--- src/rtl/mlp_pkg.sv ---
// Constants and FSM encoding shared by the MLP post-processing blocks.
package mlp_pkg;

  localparam int MLP_DATA_W = 8;
  localparam int MLP_ADDR_W = 10;
  localparam int MLP_IDX_W  = 8;

  localparam logic [9:0] MLP_BASE_IN  = 10'h000;
  localparam logic [9:0] MLP_BASE_A   = 10'h100;
  localparam logic [9:0] MLP_BASE_OUT = 10'h200;

  typedef enum logic [1:0] {
    ST_IDLE  = 2'd0,
    ST_SCAN  = 2'd1,
    ST_DRAIN = 2'd2,
    ST_FIN   = 2'd3
  } argmax_state_t;

endpackage

--- src/rtl/mlp_argmax_cmp.sv ---
// Combinational signed max / runner-up update for one scanned element.
module argmax_cmp
  import mlp_pkg::*;
#(
  parameter int DATA_W = MLP_DATA_W,
  parameter int IDX_W  = MLP_IDX_W
) (
  input  logic [DATA_W-1:0] x,
  input  logic [DATA_W-1:0] best,
  input  logic [DATA_W-1:0] second,
  input  logic [IDX_W-1:0]  best_idx,
  input  logic [IDX_W-1:0]  i,
  output logic [DATA_W-1:0] best_nxt,
  output logic [DATA_W-1:0] second_nxt,
  output logic [IDX_W-1:0]  best_idx_nxt
);

  // Strict compare keeps the lowest index on ties; a tie still lifts second.
  always_comb begin
    best_nxt     = best;
    second_nxt   = second;
    best_idx_nxt = best_idx;
    if ($signed(x) > $signed(best)) begin
      second_nxt   = best;
      best_nxt     = x;
      best_idx_nxt = i;
    end else if ($signed(x) > $signed(second)) begin
      second_nxt = x;
    end
  end

endmodule

--- src/rtl/mlp_argmax.sv ---
// Scans the output-layer results in data RAM and reports winner, value and margin.
//
// state | meaning
// IDLE  | wait for a rising edge on start
// SCAN  | issue one RAM read address per cycle
// DRAIN | let the read pipeline empty into the compare stage
// FIN   | publish results, pulse done
module mlp_argmax
  import mlp_pkg::*;
#(
  parameter int                DATA_W    = MLP_DATA_W,
  parameter int                ADDR_W    = MLP_ADDR_W,
  parameter logic [ADDR_W-1:0] BASE_ADDR = MLP_BASE_OUT,
  parameter int                IDX_W     = MLP_IDX_W
) (
  input  logic              clk,
  input  logic              reset,
  input  logic              start,
  input  logic [IDX_W-1:0]  H,
  output logic [ADDR_W-1:0] mem_rd_addr,
  input  logic [DATA_W-1:0] mem_rd_data,
  output logic              busy,
  output logic              done,
  output logic              valid,
  output logic [IDX_W-1:0]  class_idx,
  output logic [DATA_W-1:0] class_val,
  output logic [DATA_W:0]   margin
);

  localparam logic [DATA_W-1:0] VAL_MIN = {1'b1, {(DATA_W-1){1'b0}}};

  argmax_state_t state, state_nxt;

  logic              start_q;
  logic [IDX_W-1:0]  hreg;
  logic [IDX_W-1:0]  iss_cnt;
  logic [IDX_W-1:0]  cmp_idx;
  logic              rd_vld;
  logic [DATA_W-1:0] best, second;
  logic [IDX_W-1:0]  best_idx;
  logic [DATA_W-1:0] best_c, second_c;
  logic [IDX_W-1:0]  best_idx_c;

  logic start_rise, ld_scan, ld_empty, issue, last_cmp, fin;

  assign start_rise = start & ~start_q;

  argmax_cmp #(.DATA_W(DATA_W), .IDX_W(IDX_W)) u_cmp (
    .x            (mem_rd_data),
    .best         (best),
    .second       (second),
    .best_idx     (best_idx),
    .i            (cmp_idx),
    .best_nxt     (best_c),
    .second_nxt   (second_c),
    .best_idx_nxt (best_idx_c)
  );

  always_ff @(posedge clk or negedge reset) begin
    if (!reset) state <= ST_IDLE;
    else        state <= state_nxt;
  end

  always_comb begin
    state_nxt = state;
    case (state)
      ST_IDLE:  if (start_rise) state_nxt = (H != '0) ? ST_SCAN : ST_FIN;
      ST_SCAN:  if (iss_cnt == hreg) state_nxt = ST_DRAIN;
      ST_DRAIN: if (last_cmp) state_nxt = ST_FIN;
      ST_FIN:   state_nxt = ST_IDLE;
      default:  state_nxt = ST_IDLE;
    endcase
  end

  always_comb begin
    ld_scan  = (state == ST_IDLE) && start_rise && (H != '0);
    ld_empty = (state == ST_IDLE) && start_rise && (H == '0);
    issue    = (state == ST_SCAN) && (iss_cnt != hreg);
    last_cmp = rd_vld && (cmp_idx == hreg - IDX_W'(1));
    fin      = (state == ST_FIN);
  end

  // rd_vld marks mem_rd_data holding the element addressed one cycle earlier.
  always_ff @(posedge clk or negedge reset) begin
    if (!reset) begin
      start_q     <= 1'b0;
      hreg        <= '0;
      iss_cnt     <= '0;
      cmp_idx     <= '0;
      rd_vld      <= 1'b0;
      best        <= '0;
      second      <= '0;
      best_idx    <= '0;
      mem_rd_addr <= BASE_ADDR;
      busy        <= 1'b0;
      done        <= 1'b0;
      valid       <= 1'b0;
      class_idx   <= '0;
      class_val   <= '0;
      margin      <= '0;
    end else begin
      start_q <= start;
      rd_vld  <= (state == ST_SCAN);
      done    <= fin;
      if (ld_scan) begin
        hreg        <= H;
        mem_rd_addr <= BASE_ADDR;
        iss_cnt     <= IDX_W'(1);
        cmp_idx     <= '0;
        busy        <= 1'b1;
        best        <= VAL_MIN;
        second      <= VAL_MIN;
        best_idx    <= '0;
      end
      if (ld_empty) hreg <= '0;
      if (issue) begin
        mem_rd_addr <= mem_rd_addr + ADDR_W'(1);
        iss_cnt     <= iss_cnt + IDX_W'(1);
      end
      if (rd_vld) begin
        best     <= best_c;
        second   <= second_c;
        best_idx <= best_idx_c;
        cmp_idx  <= cmp_idx + IDX_W'(1);
      end
      if (fin) begin
        busy  <= 1'b0;
        valid <= (hreg != '0);
        if (hreg != '0) begin
          class_idx <= best_idx;
          class_val <= best;
          margin    <= {best[DATA_W-1], best} - {second[DATA_W-1], second};
        end
      end
    end
  end

endmodule

--- config.mk ---
export PLATFORM = sky130hd
export DESIGN_NAME = mlp_argmax
export DESIGN_NICKNAME = d
export VERILOG_FILES = /design/src/rtl/mlp_pkg.sv /design/src/rtl/mlp_argmax_cmp.sv /design/src/rtl/mlp_argmax.sv
export SDC_FILE = /design/constraint.sdc
export NUM_CORES = 1
export LEC_CHECK = 0
export BUFFER_PORTS_ARGS = -buffer_cell sky130_fd_sc_hd__buf_2
export CORE_AREA = 2 2 109 111
export CTS_BUF_LIST = sky130_fd_sc_hd__clkbuf_8
export CTS_CLUSTER_DIAMETER = 30
export DETAILED_ROUTE_END_ITERATION = 8
export DIE_AREA = 0 0 111 113
export GPL_ROUTABILITY_DRIVEN = 1
export PLACE_DENSITY_LB_ADDON = 0.15
export SYNTH_ARGS = -nofsm -noshare
export SYNTH_HDL_FRONTEND = slang
export SYNTH_SLANG_ARGS = --single-unit
--- constraint.sdc ---
create_clock -name clk -period 2.2 [get_ports clk]
set_input_delay 0.33 -clock clk [delete_from_list [all_inputs] [get_ports clk]]
set_output_delay 0.33 -clock clk [all_outputs]
set_load 0.1 [all_outputs]
=== Yosys cells after proc, flatten, opt, wreduce, memory -nomap -nowiden ===
Index checks and enable logic that the tools add are counted.

* Add/sub/neg operators: 5
* Order comparisons: 2
* Eq/ne operators: 11
* Multiplexer cells: 23
* Bitwise logic cells: 2
* Reductions and logical operators: 17

{| class="wikitable"
|+ Operator list
! operator !! number
|-
| 8-bit 2-to-1 mux || 14
|-
| 10-bit 2-to-1 mux || 2
|-
| 8-bit by 1-bit adder with 8-bit output, second input constant || 2
|-
| 8-bit equality test || 2
|-
| 8-bit > comparator || 2
|-
| 8-bit nonzero test || 2
|-
| 10-bit by 1-bit adder with 10-bit output, second input constant || 1
|-
| 8-bit by 8-bit subtractor with 9-bit output || 1
|-
| 8-bit logical NOT || 1
|-
| 2-bit 2-to-1 mux || 4
|-
| 8-bit != test || 1
|-
| 2-bit case mux with 4 select lines || 1
|-
| 2-bit nonzero test || 4
|-
| 8-bit by 1-bit subtractor with 8-bit output, second input constant || 1
|-
| 2-bit != test, second input constant || 3
|-
| 2-bit AND reduction || 3
|-
| 1-bit logical AND || 5
|-
| 2-bit equality test, second input constant || 2
|-
| 3-bit by 1-bit != test with 1-bit output, second input constant || 1
|-
| 3-bit AND reduction || 1
|-
| 2-bit by 1-bit equality test with 1-bit output, second input constant || 1
|-
| 2-bit logical NOT || 1
|-
| 1-bit 2-to-1 mux || 2
|-
| 2-bit by 1-bit != test with 1-bit output, second input constant || 1
|-
| other kinds (2) || 2
|}

* Flip-flop bits (word level): 90
* Input port bits: 19
* Output and inout port bits: 38
* Word-level logic and storage cells: 76

=== Longest topological paths before layout ===
Gate-level depths: netlist of run 1.

* Word-level depth: 6
* Mapped depth: 10

=== Cells and area by module ===
From an unflattened synthesis of run 1, not the netlist that was laid out.

* Cell total of the unflattened synthesis: 561
* Area, all modules: 5430.2 µm²

{| class="wikitable"
|+ Modules (own cells, without submodules)
! module !! times used !! cells an instance !! area each (µm²) !! seq. area each (µm²)
|-
| mlp_argmax || 1 || 450 || 4501.8 || 2253.4
|-
| argmax_cmp || 1 || 111 || 928.4 || 0.0
|}

=== Worst setup path after synthesis of run 1 ===
OpenSTA, ideal clock, no wires.

* Kind: flip-flop to flip-flop
* Start: reg best[7]
* End: reg second[0]
* Library setup time: 0.125 ns
* Data arrival time: 2.071 ns
* Slack: 0.004 ns
* Cell stages (with the launch flop): 8
* Path buffers: 0
* Clock period less this slack: 2.196 ns
* Path through: dfrtp_1 -> inv_1 -> ha_1 -> or3b_4 -> a211oi_4 -> a21o_4 -> a31oi_4 -> mux2_4

* Longest elaborated chain between the ends: 3
* Elaborated cells between the ends (all ways): 5
* Those cells by class: order compare: 1; eq/ne: 1; mux: 2; reduce/logical: 1

{| class="wikitable"
|+ RTL lines
! item !! RTL line !! text
|-
| start, declared || mlp_argmax.sv:39 || <nowiki>logic [DATA_W-1:0] best, second;</nowiki>
|-
| start signal, assigned || mlp_argmax.sv:121 || <nowiki>best <= best_c;</nowiki>
|-
| 8-bit > comparator (*) || mlp_argmax_cmp.sv:23 || <nowiki>if ($signed(x) > $signed(best)) begin</nowiki>
|-
| 3-bit by 1-bit != test with 1-bit output (no source line) / 8-bit 2-to-1 mux (equally long branches) || - ||
|-
| 2-bit AND reduction (no source line) / 8-bit 2-to-1 mux (equally long branches) || - ||
|-
| end signal, assigned || mlp_argmax.sv:122 || <nowiki>second <= second_c;</nowiki>
|-
| end, declared || mlp_argmax.sv:39 ||
|}

Mark *: on every way between the ends. The rest lies on a longest branch, timed or not.
A chain may end at the register's enable or synchronous reset.

=== Worst setup path after layout of run 1 ===
* Start: reg best[1]
* End: reg margin[7]

* Longest elaborated chain between the ends: 1

{| class="wikitable"
|+ RTL lines
! item !! RTL line !! text
|-
| 8-bit by 8-bit subtractor with 9-bit output || mlp_argmax.sv:132 || <nowiki>margin <= {best[DATA_W-1], best} - {second[DATA_W-1], second};</nowiki>
|-
| end signal, assigned || mlp_argmax.sv:132 ||
|-
| end, declared || mlp_argmax.sv:27 || <nowiki>output logic [DATA_W:0] margin</nowiki>
|}

Every way passes these cells.

==> results of run 1 <==
==> worst register-to-register path: stages, from the launching register on <==
cell and delay [ns]:
dfrtp_2 0.46, ha_1 0.29, nor2b_1 0.13, o21a_1 0.18, o21a_1 0.20, o211a_1 0.24, or4_1 0.46, nand3_1 0.10
==> metrics by stage <==
step / instance area, um2 / instances
6_report: 5980 / 723
5_1_grt: 5980 / 723
4_1_cts: 5860 / 717
3_5_place_dp: 5630 / 699
3_3_place_gp: 5630 / 699
2_1_floorplan: 4970 / 485
==> synth_stat cells, drive strengths merged (9+ instances only) <==
master  count
mux2i       9
mux2       23
dfrtp      89
inv        32
nor2       23
xnor2      20
buf        12
ha         33
nand4       9
nand2      44
o21ai      56
nand3      15
and3       10
a22o       15
nand2b      9
==> worst max path at each step <==
stage | start | endpoint | slack (ns)
floorplan | best[7] | second[0] | 0.004
global route | best[2] | second[3] | 0.002
CTS | best[7] | second[3] | 0.01
finish | best[1] | margin[7] | 0.07
detailed placement | mem_rd_data[7] | second[3] | -0.1
global placement | mem_rd_data[7] | second[2] | -0.03
==> final cells by class <==
class                           count  area, um2
Fill cell                        1033       5290
Multi-Input combinational cell    344       2590
Sequential cell                    90       2260
Timing Repair Buffer               98        646
Tap cell                          143        179
Clock buffer                        9        124
Inverter                           32        120
Clock inverter                      7       70.1
==> repair_timing <==
item                                    CTS  global route
endpoints found under the setup margin    7            43
gates cloned                              0             0
endpoints found under the hold margin    26             0
hold buffers                              1             0
pin swaps                                 1             3
gates resized for setup                   3            21
buffers inserted                          1             6
==> power breakdown <==
group	switching, mW	total (mW)	internal, mW
Sequential	0.00822	1.67	1.66
Combinational	0.146	0.262	0.116
Clock	0.617	1.14	0.523
==> registers in the layout (all words and copies together), names as in the netlist <==
register	cells
rd_vld	1
state	2
valid	1
class_idx	8
mem_rd_addr	10
iss_cnt	8
class_val	8
best	8
hreg	8
margin	9
best_idx	8
start_q	1
busy	1
cmp_idx	8
second	8
done	1
==> kinds of logic (layout without fill, tap and decap cells) <==
family | after synthesis | after routing | synth area share
xor gates and xnor gates | 28 | 28 | 0.0493
and+or+nand+nor | 135 | 135 | 0.134
muxes | 32 | 32 | 0.0710
adders and majority gates | 34 | 34 | 0.0871
AOI/OAI and AO/OA | 115 | 115 | 0.161
buffers and inverters | 51 | 146 | 0.0438
DFF | 90 | 90 | 0.453
==> layout by cell type, fill, tap and decap left out, types with 3 or more instances in the layout <==
cell type / instances
inv_1: 30
dfrtp_1: 84
mux2i_1: 9
a211oi_1: 3
o21ai_0: 15
nand2b_1: 9
nor2b_1: 4
a21oi_1: 3
a31oi_1: 3
nand4_1: 9
clkinvlp_4: 3
buf_2: 55
and3_1: 10
ha_1: 31
nor2_1: 23
clkbuf_8: 9
nor3b_1: 3
a21o_1: 3
o31ai_1: 6
mux2_2: 8
a21oi_2: 3
o21a_1: 7
nor3_1: 5
nand3_1: 15
xor2_1: 8
nor4_1: 3
dfrtp_2: 5
xnor2_1: 20
o21ai_1: 39
inv_2: 3
buf_4: 37
mux2_1: 13
nand2_1: 44
a22o_1: 15
buf_12: 3
==> metal layers <==
| metal | up-vias | wire (um) | global-route usage |
|---|---|---|---|
| li1 | 1899 | - | - |
| met1 | 1822 | 5430 | 0.263 |
| met2 | 75 | 5030 | 0.283 |
| met3 | 20 | 336 | 0.0273 |
| met4 | 0 | 301 | 0.0817 |
| met5 | - | 0 | 0 |
==> qor_table.md, run 1 <==
| Item | This run | Unit |
|---|---|---|
| Die extent in x | 111 | um |
| Slowest stage delay, CP | 0.46 | ns |
| List of cells traversed by the critical path | ha_1, nor2b_1, o21a_1, o21a_1, o211a_1, or4_1, nand3_1 | - |
| Flip-flop and latch count after synthesis | 90 | - |
| Core Area | 11300 | um2 |
| Vias post-DR | 3816 | - |
| Endpoint type of the worst setup path | flop | - |
| Average via count per standard cell | 5.28 | - |
| Cell type with the highest occurrence count on the critical path | o21a_1 | - |
| Total gr overflow | 0 | - |
| Required time at the endpoint of the critical path | 2.50 | ns |
| EDFF count, synth | 0 | - |
| Minimum setup slack in the final design | 0.0672 | ns |
| Start-to-end type of the worst setup path | reg2reg | - |
| Biggest fanout along the worst timing path | 4 | - |
| Max Root-Sink Buffers | 2 | - |
| Fraction of synthesized cell area taken by the top area cell type | 0.448 | - |
| Pre-Repair DR Iteration Count | 5 | - |
| Setup repair after global routing missed its margin | no | - |
| Cells taking the most area after synthesis | dfrtp_1 45%, ha_1 8.3%, o21ai_1 4.0% | - |
| Number of levels the H-tree was split into | 3 | - |
| Dpl ws | -0.0973 | ns |
| Global-route wire length before repair | 18.6 | mm |
| Portion of the clock cycle consumed by the worst path in the final layout | 0.969 | - |
| Setup crit start kind | flop | - |
| Static Leakage | 2.80 | nW |
| Total stage count of the critical path | 7 | - |
| Power consumption | 3.07 | mW |
| Die Area | 12500 | um2 |
| Final hold vios | 0 | - |
| CP Buf/Inv Count | 0 | - |
| Standard-cell rows | 39 | - |
| Crit path max-delay cell type | dfrtp_2 | - |
| Starting utilization of the core area | 0.441 | - |
| Depth of the worst hold-timing path | 1 | - |
| Count of input and output buffers | 56 | - |
| Setup TNS | 0 | ns |
| Worst reg2reg endpoint | margin[7] | - |
| Sequential area share after synthesis | 0.453 | - |
| Top flip-flop cell by instance count after synthesis | dfrtp_1 | - |
| Final hold slack | 0.102 | ns |
| Slew Limit Headroom | 0.675 | - |
| Path type of the worst min-delay path | in2reg | - |
| Proportion of register bits with asynchronous set or reset after synthesis | 1.00 | - |
| Count of yosys warnings during synthesis | 0 | - |
| Vias in the first global route | 3672 | - |
| Max cap viols | 0 | - |
| Power density normalized to cell area | 513 | nW/um2 |
| Routed wire per std cell | 15.4 | um |
| Total inserted antenna cells | 0 | - |
| Final wirelength | 11.1 | mm |
| Layout overhead on the synthesized area | 20.4 | % |
| Count of final max-slew check failures | 0 | - |
| Initial antenna violation count | 0 | - |
| Clk_lat worst skew | 0.36 | ns |
| Nets in the synthesized netlist | 538 | - |
| Number of design-rule violations left by the first detailed-router iteration | 125 | - |
| GRT Util Overall | 0.185 | - |
| Clock tree from TritonCTS | built | - |
| Final setup violation count | 0 | - |
| Share of layout cells above drive strength 1 | 0.264 | - |
| Maximum number of pins on one net before global-route repair | 45 | - |
| Synthesized area per cell | 10.3 | um2 |
| RD Place Congestion | 0.880 | - |
| Remaining DRCs | 0 | - |
| Number of clock buffers inserted by TritonCTS | 9 | - |
| Worst hold endpoint | start_q | - |
| Slew at the pin closest to its max-slew limit | 0.490 | ns |
| TritonCTS Sinks | 90 | - |
| Buffer type at the clock tree root | clkbuf_8 | - |
| Number of different library cells in the post-synthesis netlist | 54 | - |
| Worst Reg2Reg Path Length in Cells | 7 | - |
| Post-Route Utilization | 0.531 | - |
| Run status | completed | - |
| Post-synthesis instance area | 4970 | um2 |
| Clock input transition at the sequential cells of the worst setup and hold paths | 0.10 | ns |
| Net count, final | 628 | - |
| IO Count | 57 | - |
| Maximum clock frequency | 469 | MHz |
| Worst Min Path Start | start | - |
| Worst setup skew after layout | 0.00881 | ns |
| DP HPWL | 8.51 | mm |
| Worst Path Arrival | 2.44 | ns |
| R2r startpoint | best[1] | - |
| Cell family with most CP delay | simple AND/OR/NAND/NOR gates | - |
| Post-route ant nets | 0 | - |
| Clock period minus final worst setup slack | 2.13 | ns |
| DIE HEIGHT | 113 | um |
| Cell taking the most area after synthesis | dfrtp_1 | - |
| Flop-to-flop setup slack | 0.07 | ns |
| Synthesized instance count | 485 | - |
| IR Drop Worst-Case VDD | 0.298 | mV |
(Power assumes the default switching activity.)
==> inputs of run 2 (changes only) <==
Settings changed: ABC_AREA set to 1, CORE_AREA 2 2 109 111 to 2 2 110 112, DIE_AREA 0 0 111 113 to 0 0 112 114.
==> run 2 against run 1 <==
Non-clock buffer count decreased by 18. First-iteration DRC count increased by 26%. Clock-buffer cell count grew 2. Sequential cell count unchanged. Maximum frequency increased by 4.7%. Routed wire length rose by 7.6%. Critical path type unchanged. Largest cell class unchanged.
==> qor_table.md, run 2 <==
| Item | This run | Unit | Delta |
|---|---|---|---|
| Count of final max-slew check failures | 0 | - | unchanged |
| Vias in the first global route | 4188 | - | +14% |
| Synthesized instance count | 625 | - | +29% |
| Buffer type at the clock tree root | clkbuf_8 | - |  |
| Total inserted antenna cells | 0 | - | unchanged |
| R2r startpoint | best[0] | - |  |
| Net count, final | 757 | - | +21% |
| Run status | completed | - |  |
| Share of layout cells above drive strength 1 | 0.189 | - | -0.0748 |
| Dpl ws | 0.0770 | ns | +0.174 ns |
| Top library cells by usage in the layout, fill and taps aside | 153 x nand2_1, 89 x dfrtp_1, 78 x inv_1, 55 x buf_2, 48 x o21ai_0 | - |  |
| Slew Limit Headroom | 0.673 | - | -0.00265 |
| Slowest stage delay, CP | 0.43 | ns | -0.03 ns |
| Max FFs per register | 10 | - | unchanged |
| Die Area | 12800 | um2 | +1.8% |
| Setup TNS | 0 | ns | unchanged |
| Path type of the worst min-delay path | in2reg | - |  |
| Start-to-end type of the worst setup path | reg2reg | - |  |
| Top flip-flop cell by instance count after synthesis | dfrtp_1 | - |  |
| Required time at the endpoint of the critical path | 2.48 | ns | -0.02 ns |
| Worst reg2reg endpoint | margin[6] | - |  |
| Die extent in x | 112 | um | +0.90% |
| Starting utilization of the core area | 0.436 | - | -0.00543 |
| Fillers | 1169 | - | +13% |
| Setup crit start kind | flop | - |  |
| Clk_lat worst skew | 0.38 | ns | +0.02 ns |
| Vias post-DR | 4327 | - | +13% |
| Met1 Resource Use GR | 0.255 | - | -0.00752 |
| Sequential area share after synthesis | 0.442 | - | -0.0116 |
| Maximum clock frequency | 491 | MHz | +4.7% |
| Proportion of register bits with asynchronous set or reset after synthesis | 1.00 | - | unchanged |
| Number of levels the H-tree was split into | 3 | - | unchanged |
| Cell family with most CP delay | adder cells | - |  |
| Flop-to-flop setup slack | 0.16 | ns | +0.10 ns |
| Layout overhead on the synthesized area | 16.7 | % |  |
| Cell type with the highest occurrence count on the critical path | nand2_1 | - |  |
| Largest register by flop count | mem_rd_addr | - |  |
| Depth of the worst hold-timing path | 1 | - | unchanged |
| Crit path max-delay cell type | fa_1 | - |  |
| Fraction of synthesized cell area taken by the top area cell type | 0.436 | - | -0.0114 |
| Clock input transition at the sequential cells of the worst setup and hold paths | 0.09 | ns | about the same |
| Final hold slack | 0.0752 | ns | -0.0265 ns |
| Standard-cell rows | 40 | - | +2.6% |
| Met2 demand-to-capacity share in global routing | 0.332 | - | +0.0491 |
| Portion of the clock cycle consumed by the worst path in the final layout | 0.926 | - | -0.0437 |
| Synth cell count leaders | 153 x nand2_1, 89 x dfrtp_1, 78 x inv_1 | - |  |
| Worst Min Path Start | start | - |  |
| Flip-flop and latch count after synthesis | 90 | - | unchanged |
| Registers with the most flip-flops | mem_rd_addr x10, margin x9 | - |  |
| Core Area | 11700 | um2 | +3.9% |
| Biggest fanout along the worst timing path | 3 | - | -1 |
| Worst Reg2Reg Path Length in Cells | 10 | - | +3 |
| Nets in the synthesized netlist | 678 | - | +26% |
| Average via count per standard cell | 5.05 | - | -4.2% |
| Worst hold endpoint | start_q | - |  |
| Cells taking the most area after synthesis | dfrtp_1 44%, nand2_1 11%, ha_1 8.1% | - |  |
| Final hold vios | 0 | - | unchanged |
| Post-route ant nets | 0 | - | unchanged |
| Initial antenna violation count | 0 | - | unchanged |
| Max Root-Sink Buffers | 2 | - | unchanged |
| Clock period minus final worst setup slack | 2.04 | ns | -0.0961 ns |
| DP HPWL | 9.11 | mm | +7.1% |
| GRT Util Overall | 0.201 | - | +0.0160 |
| Synthesized area per cell | 8.16 | um2 | -20% |
| Met3 track demand over resource in global routing | 0.0345 | - | +0.00722 |
| Clock tree from TritonCTS | built | - |  |
| List of cells traversed by the critical path | inv_1, ha_1, fa_1, o21ai_2, nand2_1, nand2_1, a21oi_1, or2_2, nand3_1, nand2_1 | - |  |
| Count of input and output buffers | 56 | - | unchanged |
| Post-Layout Cell Count | 856 | - | +18% |
| Number of design-rule violations left by the first detailed-router iteration | 157 | - | +26% |
| Number of different library cells in the post-synthesis netlist | 39 | - | -28% |
| Pre-Repair DR Iteration Count | 4 | - | -1 |
| Setup repair after global routing missed its margin | no | - |  |
| TritonCTS Sinks | 90 | - | unchanged |
| Most common cell after layout, fill and taps aside | nand2_1 | - |  |
| Max cap viols | 0 | - | unchanged |
| RD Place Congestion | 0.867 | - | -1.5% |
| Worst Path Arrival | 2.32 | ns | -0.12 ns |
| Total instance count after detailed placement | 831 | - | +19% |
| Routed wire per std cell | 14.0 | um | -9.1% |
| EDFF count, synth | 0 | - | unchanged |
| Worst setup skew after layout | 0.0123 | ns | +0.00354 ns |
| Number of clock buffers inserted by TritonCTS | 9 | - | unchanged |
| Total gr overflow | 0 | - | unchanged |
| Cell taking the most area after synthesis | dfrtp_1 | - |  |
| Most frequent cell after synthesis | nand2_1 | - |  |
| Peak-usage layer in the global routing report | met2 | - |  |
| Slew at the pin closest to its max-slew limit | 0.494 | ns | +0.00400 ns |
| Post-synthesis instance area | 5100 | um2 | +2.6% |
| Remaining DRCs | 0 | - | unchanged |
| Maximum number of pins on one net before global-route repair | 47 | - | +4.4% |
| Final setup violation count | 0 | - | unchanged |
| CP Buf/Inv Count | 1 | - | +1 |
| DIE HEIGHT | 114 | um | +0.88% |
| Minimum setup slack in the final design | 0.163 | ns | +0.0961 ns |
| Count of yosys warnings during synthesis | 0 | - | unchanged |
| Endpoint type of the worst setup path | flop | - |  |
| Global-route wire length before repair | 20.2 | mm | +9.0% |
| Final wirelength | 11.9 | mm | +7.6% |
| IO Count | 57 | - | unchanged |
==> run 2: cell types whose count changed in the layout (fill, tap and decap cells not counted), moves of 15 or more <==
cell,previous run,this run
nand2_1,44,153
inv_1,30,78
o21ai_0,15,48
o21ai_1,39,6
nand3_1,15,46
nor2_1,23,44
a21oi_1,3,22
xnor2_1,20,2
buf_4,37,21
a22o_1,15,0
==> run 2: kinds of logic (layout without fill, tap and decap cells) <==
logic type / after synthesis / after routing / share of synthesized area
fa+ha+maj: 34 / 34 / 0.0848
compound gates: 107 / 107 / 0.120
xor+xnor: 9 / 9 / 0.0154
flops: 90 / 90 / 0.442
simple gates: 287 / 288 / 0.260
buf+inv: 98 / 181 / 0.0777
==> run 2: what timing repair did <==
action / 4_1_cts / 5_1_grt
hold buffers: 1 / 0
endpoints found under the setup margin: 0 / 22
endpoints found under the hold margin: 28 / 0
setup buffers: 0 / 7
gates resized for setup: 0 / 4
==> run 2: how the worst max path moves through the flow <==
stage / start / end / slack (ns) / depth (start not counted)
after detailed placement: best[0] / margin[6] / 0.08 / 10
after global placement: best[0] / margin[6] / 0.13 / 10
after CTS: best[0] / margin[6] / 0.07 / 10
final: best[0] / margin[6] / 0.16 / 10
after global routing: best[5] / best[2] / 0.007 / 13
after floorplan: mem_rd_addr[0] / mem_rd_addr[8] / 0.1 / 6
==> run 2: per-layer routing <==
| layer | part of all wire | vias to the layer above |
|---|---|---|
| met3 | 0.033 | 21 |
| met4 | 0.032 | 0 |
| met5 | 0 | - |
| met1 | 0.45 | 2020 |
| met2 | 0.48 | 72 |
| li1 | - | 2214 |
==> run 2: cell type report <==
class                   instances  area (um2)  area share
multi-input cells             438        2480       0.416
inverters                      85         322      0.0540
clock inverters                 5        62.6      0.0105
well taps                     147         184      0.0309
clock buffers                  11         151      0.0254
flip-flops and latches         90        2250       0.379
repair buffers                 80         503      0.0845
==> run 2: through the flow <==
step	util	cell area (um2)
finish	0.508	5950
CTS	0.500	5860
floorplan	-	5100
global route	0.508	5950
global placement	0.481	5640
detailed placement	0.481	5640
Power of run 2 is not shown: default switching activity piles up to over one toggle a cycle in this logic, so the estimate is an artifact.
